===== config.mk =====
export PLATFORM = sky130hd
export DESIGN_NAME = spi_slave_burst_ctrl_flat
export DESIGN_NICKNAME = d
export VERILOG_FILES = /design/src/rtl/spi_slave_burst_ctrl_if.sv /design/src/rtl/spi_slave_burst_ctrl.sv /design/src/flat_wrapper.sv
export SDC_FILE = /design/constraint.sdc
export NUM_CORES = 1
export LEC_CHECK = 0
export CORE_ASPECT_RATIO = 0.5
export CORE_MARGIN = 2
export CORE_UTILIZATION = 35
export DETAILED_ROUTE_END_ITERATION = 16
export GPL_ROUTABILITY_DRIVEN = 0
export GPL_TIMING_DRIVEN = 1
export PLACE_DENSITY_LB_ADDON = 0.05
export SYNTH_ARGS = -nofsm -noshare
export SYNTH_HDL_FRONTEND = slang
export SYNTH_SLANG_ARGS = --single-unit
export TNS_END_PERCENT = 30

===== constraint.sdc =====
create_clock -name clk -period 2.7 [get_ports clk]
set_input_delay 0.81 -clock clk [delete_from_list [all_inputs] [get_ports clk]]
set_output_delay 0.81 -clock clk [all_outputs]
set_load 0.01 [all_outputs]

===== src/rtl/spi_slave_burst_ctrl_if.sv =====
// rtl/spi_slave_burst_ctrl_if.sv - SPI pins and memory-side strobes of the burst controller
// slave modport is the controller's view; master is the host/memory side.
interface spi_slave_burst_ctrl_if #(
  parameter int DATA_W = 8,
  parameter int ADDR_W = 5
);
  logic              SCK;
  logic              CS;
  logic              MOSI;
  logic              MISO;
  logic [DATA_W-1:0] Data_in;
  logic [DATA_W-1:0] Data_out;
  logic [ADDR_W-1:0] Addr;
  logic              WE;
  logic              RE;
  logic              Wrap;

  modport slave (
    input  SCK, CS, MOSI, Data_in,
    output MISO, Data_out, Addr, WE, RE, Wrap
  );

  modport master (
    output SCK, CS, MOSI, Data_in,
    input  MISO, Data_out, Addr, WE, RE, Wrap
  );
endinterface


===== src/rtl/spi_slave_burst_ctrl.sv =====
// rtl/spi_slave_burst_ctrl.sv - SPI slave (CPOL=0, LSB first) bridging frames to memory read/write strobes
// Optional burst modes with address auto-increment are enabled by defining SPI_BURST_EN.
module spi_slave_burst_ctrl #(
  parameter int DATA_W      = 8,
  parameter int ADDR_W      = 5,
  parameter int SYNC_STAGES = 2
) (
  input  logic                  clk,
  input  logic                  rst,
  spi_slave_burst_ctrl_if.slave bus
);
  localparam int MAX_W = (DATA_W > ADDR_W) ? DATA_W : ADDR_W;
  localparam int CNT_W = $clog2(MAX_W + 1);

  typedef enum logic [2:0] {
    IDLE  = 3'd0,
    MODE  = 3'd1,
    ADDR  = 3'd2,
    TURN  = 3'd3,
    RDATA = 3'd4,
    WDATA = 3'd5,
    DONE  = 3'd6
  } state_t;

  logic [SYNC_STAGES-1:0] sck_sync_q, sck_sync_d;
  logic [SYNC_STAGES-1:0] cs_sync_q, cs_sync_d;
  logic [SYNC_STAGES-1:0] mosi_sync_q, mosi_sync_d;
  logic [SYNC_STAGES-1:0] sync_vld_q, sync_vld_d;
  logic                   sck_prev_q, sck_prev_d;
  logic                   armed_q, armed_d;
  state_t                 state_q, state_d;
  logic [CNT_W-1:0]       cnt_q, cnt_d;
  logic [1:0]             mode_q, mode_d;
  logic [ADDR_W-1:0]      addr_sh_q, addr_sh_d;
  logic [ADDR_W-1:0]      addr_q, addr_d;
  logic [DATA_W-1:0]      shreg_q, shreg_d;
  logic [DATA_W-1:0]      data_out_q, data_out_d;
  logic                   we_q, we_d;
  logic                   re_q, re_d;
  logic                   wrap_q, wrap_d;

  logic                   sck_s, cs_s, mosi_s, sck_rise;
  logic                   burst;
  logic [ADDR_W-1:0]      addr_inc;
  logic                   addr_wrap;

  assign sck_s    = sck_sync_q[SYNC_STAGES-1];
  assign cs_s     = cs_sync_q[SYNC_STAGES-1];
  assign mosi_s   = mosi_sync_q[SYNC_STAGES-1];
  assign sck_rise = sck_s & ~sck_prev_q;

`ifdef SPI_BURST_EN
  assign burst     = mode_q[0];
  assign addr_inc  = addr_q + 1'b1;
  assign addr_wrap = &addr_q;
`else
  assign burst     = 1'b0;
  assign addr_inc  = addr_q;
  assign addr_wrap = 1'b0;
  logic unused_mode0;
  assign unused_mode0 = mode_q[0];
`endif

  // Frames are only accepted once CS has been seen high through a fully flushed
  // synchroniser, so a reset in the middle of a frame cannot resume that frame.
  always_comb begin
    sck_sync_d  = {sck_sync_q[SYNC_STAGES-2:0], bus.SCK};
    cs_sync_d   = {cs_sync_q[SYNC_STAGES-2:0], bus.CS};
    mosi_sync_d = {mosi_sync_q[SYNC_STAGES-2:0], bus.MOSI};
    sync_vld_d  = {sync_vld_q[SYNC_STAGES-2:0], 1'b1};
    sck_prev_d  = sck_s;
    armed_d     = armed_q | (cs_s & sync_vld_q[SYNC_STAGES-1]);
  end

  always_comb begin
    state_d    = state_q;
    cnt_d      = cnt_q;
    mode_d     = mode_q;
    addr_sh_d  = addr_sh_q;
    addr_d     = addr_q;
    shreg_d    = shreg_q;
    data_out_d = data_out_q;
    we_d       = 1'b0;
    re_d       = 1'b0;
    wrap_d     = 1'b0;

    if (cs_s) begin
      state_d = IDLE;
      cnt_d   = '0;
    end else begin
      case (state_q)
        IDLE: begin
          if (armed_q) begin
            state_d = MODE;
            cnt_d   = '0;
          end
        end
        MODE: begin
          if (sck_rise) begin
            mode_d = {mosi_s, mode_q[1]};
            if (cnt_q == CNT_W'(1)) begin
              cnt_d   = '0;
              state_d = ADDR;
            end else begin
              cnt_d = cnt_q + 1'b1;
            end
          end
        end
        ADDR: begin
          if (sck_rise) begin
            addr_sh_d = {mosi_s, addr_sh_q[ADDR_W-1:1]};
            if (cnt_q == CNT_W'(ADDR_W - 1)) begin
              cnt_d   = '0;
              addr_d  = addr_sh_d;
              state_d = mode_q[1] ? WDATA : TURN;
            end else begin
              cnt_d = cnt_q + 1'b1;
            end
          end
        end
        TURN: begin
          // RE is held for the clk after the dummy rise; memory data is captured at its end.
          if (re_q) begin
            shreg_d = bus.Data_in;
            cnt_d   = '0;
            state_d = RDATA;
          end else if (sck_rise) begin
            re_d = 1'b1;
          end
        end
        RDATA: begin
          if (sck_rise) begin
            shreg_d = {1'b0, shreg_q[DATA_W-1:1]};
            if (cnt_q == CNT_W'(DATA_W - 1)) begin
              cnt_d = '0;
              if (burst) begin
                addr_d  = addr_inc;
                wrap_d  = addr_wrap;
                state_d = TURN;
              end else begin
                state_d = DONE;
              end
            end else begin
              cnt_d = cnt_q + 1'b1;
            end
          end
        end
        WDATA: begin
          if (we_q && burst) begin
            addr_d = addr_inc;
            wrap_d = addr_wrap;
          end
          if (sck_rise) begin
            shreg_d = {mosi_s, shreg_q[DATA_W-1:1]};
            if (cnt_q == CNT_W'(DATA_W - 1)) begin
              cnt_d      = '0;
              data_out_d = shreg_d;
              we_d       = 1'b1;
              if (!burst) begin
                state_d = DONE;
              end
            end else begin
              cnt_d = cnt_q + 1'b1;
            end
          end
        end
        DONE: begin
          state_d = DONE;
        end
        default: begin
          state_d = IDLE;
          cnt_d   = '0;
        end
      endcase
    end
  end

  always_ff @(posedge clk or negedge rst) begin
    if (!rst) begin
      sck_sync_q  <= '0;
      cs_sync_q   <= '1;
      mosi_sync_q <= '0;
      sync_vld_q  <= '0;
      sck_prev_q  <= 1'b0;
      armed_q     <= 1'b0;
      state_q     <= IDLE;
      cnt_q       <= '0;
      mode_q      <= '0;
      addr_sh_q   <= '0;
      addr_q      <= '0;
      shreg_q     <= '0;
      data_out_q  <= '0;
      we_q        <= 1'b0;
      re_q        <= 1'b0;
      wrap_q      <= 1'b0;
    end else begin
      sck_sync_q  <= sck_sync_d;
      cs_sync_q   <= cs_sync_d;
      mosi_sync_q <= mosi_sync_d;
      sync_vld_q  <= sync_vld_d;
      sck_prev_q  <= sck_prev_d;
      armed_q     <= armed_d;
      state_q     <= state_d;
      cnt_q       <= cnt_d;
      mode_q      <= mode_d;
      addr_sh_q   <= addr_sh_d;
      addr_q      <= addr_d;
      shreg_q     <= shreg_d;
      data_out_q  <= data_out_d;
      we_q        <= we_d;
      re_q        <= re_d;
      wrap_q      <= wrap_d;
    end
  end

  assign bus.MISO     = (state_q == RDATA) ? shreg_q[0] : 1'b0;
  assign bus.Data_out = data_out_q;
  assign bus.Addr     = addr_q;
  assign bus.WE       = we_q;
  assign bus.RE       = re_q;
  assign bus.Wrap     = wrap_q;
endmodule


===== src/flat_wrapper.sv =====
// flat-port wrapper written by rule: the top's interface ports become plain ports
module spi_slave_burst_ctrl_flat 
#(
  parameter int DATA_W      = 8,
  parameter int ADDR_W      = 5,
  parameter int SYNC_STAGES = 2
)
  (clk, rst, bus_SCK, bus_CS, bus_MOSI, bus_Data_in, bus_MISO, bus_Data_out, bus_Addr, bus_WE, bus_RE, bus_Wrap);
  spi_slave_burst_ctrl_if #(.DATA_W(DATA_W), .ADDR_W(ADDR_W)) bus_i ();
  input  logic clk;
  input  logic rst;
  input wire logic [$bits(bus_i.SCK)-1:0] bus_SCK;
  input wire logic [$bits(bus_i.CS)-1:0] bus_CS;
  input wire logic [$bits(bus_i.MOSI)-1:0] bus_MOSI;
  input wire logic [$bits(bus_i.Data_in)-1:0] bus_Data_in;
  output wire logic [$bits(bus_i.MISO)-1:0] bus_MISO;
  output wire logic [$bits(bus_i.Data_out)-1:0] bus_Data_out;
  output wire logic [$bits(bus_i.Addr)-1:0] bus_Addr;
  output wire logic [$bits(bus_i.WE)-1:0] bus_WE;
  output wire logic [$bits(bus_i.RE)-1:0] bus_RE;
  output wire logic [$bits(bus_i.Wrap)-1:0] bus_Wrap;
  assign bus_i.SCK = bus_SCK;
  assign bus_i.CS = bus_CS;
  assign bus_i.MOSI = bus_MOSI;
  assign bus_i.Data_in = bus_Data_in;
  assign bus_MISO = bus_i.MISO;
  assign bus_Data_out = bus_i.Data_out;
  assign bus_Addr = bus_i.Addr;
  assign bus_WE = bus_i.WE;
  assign bus_RE = bus_i.RE;
  assign bus_Wrap = bus_i.Wrap;
  spi_slave_burst_ctrl #(.DATA_W(DATA_W), .ADDR_W(ADDR_W), .SYNC_STAGES(SYNC_STAGES)) u_core (.clk(clk), .rst(rst), .bus(bus_i));
endmodule

==> results.yml <==
synth:
  ys_seq_area_frac: 0.541
  synthTopCellsByCount: "43 x dfrtp_1, 21 x nand2_1, 17 x nor2_1, 13 x mux2_4, 9 x a31oi_1"
  syn_inst: 177
  ys_types: 46
  syn-num-nets: 193
  synthArstFlopShare: 1.00
  yosys_warnings: 0
  syn_avg_cell_area_um2: 11.8
  synthFlopType: "dfrtp_1"
  synth_top_cell_area_share: 0.516
  syn-cell-area_um2: 2080
  synth.most_common_cell: "dfrtp_1"
  ys_ff_latch: 45
  synthTopCellsByArea: "dfrtp_1 52%, mux2_4 9.4%, nand2_1 3.8%"
  yosys.area.top_type: "dfrtp_1"
  synth-edff-count: 0
timing:
  final.setup.worst_slack_ns: 0.121
  setup_tns_ns: 0
  setup_viol: 0
  period_minus_slack_ns: 2.58
  period_share: 0.955
  max_freq_mhz: 388
  rsz0062_at_grt: "no"
  slew_violations: 0
  max-slew-margin-rel: 0.620
  clock_skew_ns: 0.00558
  tightest_slew_ns: 0.570
  hold_viol_final: 0
clock_network:
  cts_resized: 0
  clock-root-buffer: "clkbuf_16"
  cts.clk_slew.worst_paths_ns: 0.06
  cts_setup_buffers: 0
  cts_tree: "built"
  cts_buffers: 5
  htree_levels: 2
  insertion_delay_ns: 0.28
  postCtsHoldBufs: 0
  cts_buffer_depth: 2
  cts.sinks: 45
power_and_ir_drop:
  switchingPower_mw: 0.640
  peakVddDrop_uv: 292
  pwr-share-seq: 0.418
  sw_frac_of_total: 0.298
  clkPwrFrac: 0.331
  leakage_nw: 1.15
  cellPowerDensity_nw_per_um2: 827
  p_int_mw: 1.51
  pwr-share-comb: 0.251
global_routing:
  grt_pass1_vias: 1288
  grt_max_degree: 46
  grt_pass1_wl_um: 6640
  grt_overflow: 0
  grt.total_usage: 0.130
  antenna_found_initial: 0
setup_path:
  startpoint_type: "flip-flop"
  criticalPathCategory: "reg -> out"
  reg2reg_depth: 4
  end_kind: "output pin"
  crit_required_ns: 1.89
  crit_fanout: 11
  worst_ep_arrival_time_ns: 1.77
die:
  die-area_um2: 6630
  coreArea_um2: 5610
  die_h_um: 58.6
  initial_core_util: 0.372
  rows: 19
  die_width_um: 113
  io_pins: 30
hold_path:
  whs_path_depth: 0
  min_path_type: "reg -> reg"
placed_design:
  dpl.hpwl_um: 2620
  preCtsSetupSlack_ns: 0.399
  portBuffers: 28
cells_and_area:
  drive_gt1_frac: 0.183
  nFillCells: 528
  nNetsFinal: 223
  diodes: 0
  syn_to_final_growth_pct: 24.5
status:
  violations: "DRC"
  outcome: "finished, violations left"
route:
  via_per_inst: 4.79
  drt_iter0_drc: 63
  via_count: 1345
  postRouteAntennaNets: 0
  routed_wl_um: 3880
  routedWlPerCell_um: 13.8
  drc: 4
  first_pass_iters: 10
run:
  drv_cap: 0
[state kept, by name (all words and copies together) (netlist names)]
signal	count
u_core.state_q	3
u_core.bus.WE	1
u_core.bus.Addr	5
u_core.sck_prev_q	1
u_core.cs_sync_q	2
u_core.mode_q	1
u_core.addr_sh_q	4
u_core.sck_sync_q	2
u_core.bus.Data_out	8
u_core.bus.RE	1
u_core.cnt_q	4
u_core.sync_vld_q	2
u_core.shreg_q	8
u_core.armed_q	1
u_core.mosi_sync_q	2
[critical path, cell delays in order, from the launching register on]
cell,delay (ns)
dfrtp_2,0.47
inv_2,0.14
nand2_1,0.08
nor3b_1,0.23
clkdlybuf4s50_1,0.57
[final timing paths]
path | startpoint | to | slack [ns]
worst min register to register | u_core.mosi_sync_q[0] | u_core.mosi_sync_q[1] | 0.35
worst min-delay path | u_core.mosi_sync_q[0] | u_core.mosi_sync_q[1] | 0.35
worst max-delay path | u_core.state_q[1] | bus_MISO | 0.12
worst max register to register | u_core.state_q[2] | u_core.bus.Addr[4] | 0.65
min in group asynchronous | rst | u_core.bus.Addr[1] | 0.61
max in group asynchronous | rst | u_core.state_q[1] | 1.67
[final cells by class]
class / count / area [um^2] / share of cell area
flip-flops and latches: 45 / 1130 / 0.435
multi-input cells: 117 / 863 / 0.333
repair buffers: 35 / 328 / 0.126
clock buffers: 7 / 143 / 0.0549
well taps: 73 / 91.3 / 0.0352
clock inverters: 1 / 30.0 / 0.0116
inverters: 3 / 11.3 / 0.00434
[logic make-up after synthesis]
family / Yosys count / share of synthesized area
compound gates: 28 / 0.0936
fa+ha+maj: 3 / 0.0180
buf+inv: 15 / 0.0444
flops: 45 / 0.541
mux: 21 / 0.135
other cells: 2 / 0.00360
simple gates: 63 / 0.164
[per-stage QoR]
| stage | power, mW | instances | cell area, um^2 | hold WS (ns) | utilization |
|---|---|---|---|---|---|
| finish | 2.15 | 281 | 2600 | 0.346 | 0.463 |
| global route | 2.30 | 281 | 2600 | 0.353 | 0.463 |
| CTS | 2.16 | 281 | 2590 | 0.349 | 0.463 |
| detailed placement | 1.45 | 273 | 2420 | 0.336 | 0.432 |
| global placement | 1.44 | 273 | 2420 | 0.332 | 0.432 |
| floorplan | 1.32 | 177 | 2080 | 0.331 | - |
[cell usage in the layout (no fill, tap or decap), types with 2 or more instances in the layout]
cell type        synthesis  final
a21oi_1                  4      4
a31oi_1                  9      9
and3_1                   2      2
buf_4                    3      7
clkbuf_16                0      5
clkdlybuf4s50_1          0     27
conb_1                   2      2
dfrtp_1                 43     42
dfstp_2                  2      2
ha_1                     3      3
inv_1                    2      2
mux2_1                   4      4
mux2_4                  13     13
mux2i_1                  3      3
nand2_1                 21     21
nand3_1                  2      2
nand3b_1                 2      2
nor2_1                  17     17
nor2b_1                  2      2
nor3b_1                  3      3
nor4_1                   2      2
o211ai_1                 2      2
o21ai_0                  2      2
o31ai_1                  2      2
or3b_1                   2      2
or4b_4                   2      2
[power groups by stage]
stage | Combinational [mW] | Sequential [mW] | Clock, mW
6_report | 0.539 | 0.898 | 0.711
5_1_grt | 0.616 | 0.920 | 0.760
4_1_cts | 0.541 | 0.897 | 0.726
3_5_place_dp | 0.539 | 0.909 | 0
3_3_place_gp | 0.538 | 0.906 | 0
2_1_floorplan | 0.454 | 0.862 | 0
[metal layers]
metal	wire length [um]	track usage	up-vias
met5	0	0	-
met4	37	0.0366	0
met3	188	0.0412	5
met2	1510	0.178	26
met1	2140	0.198	638
li1	-	-	676
(Power assumes the default switching activity.)
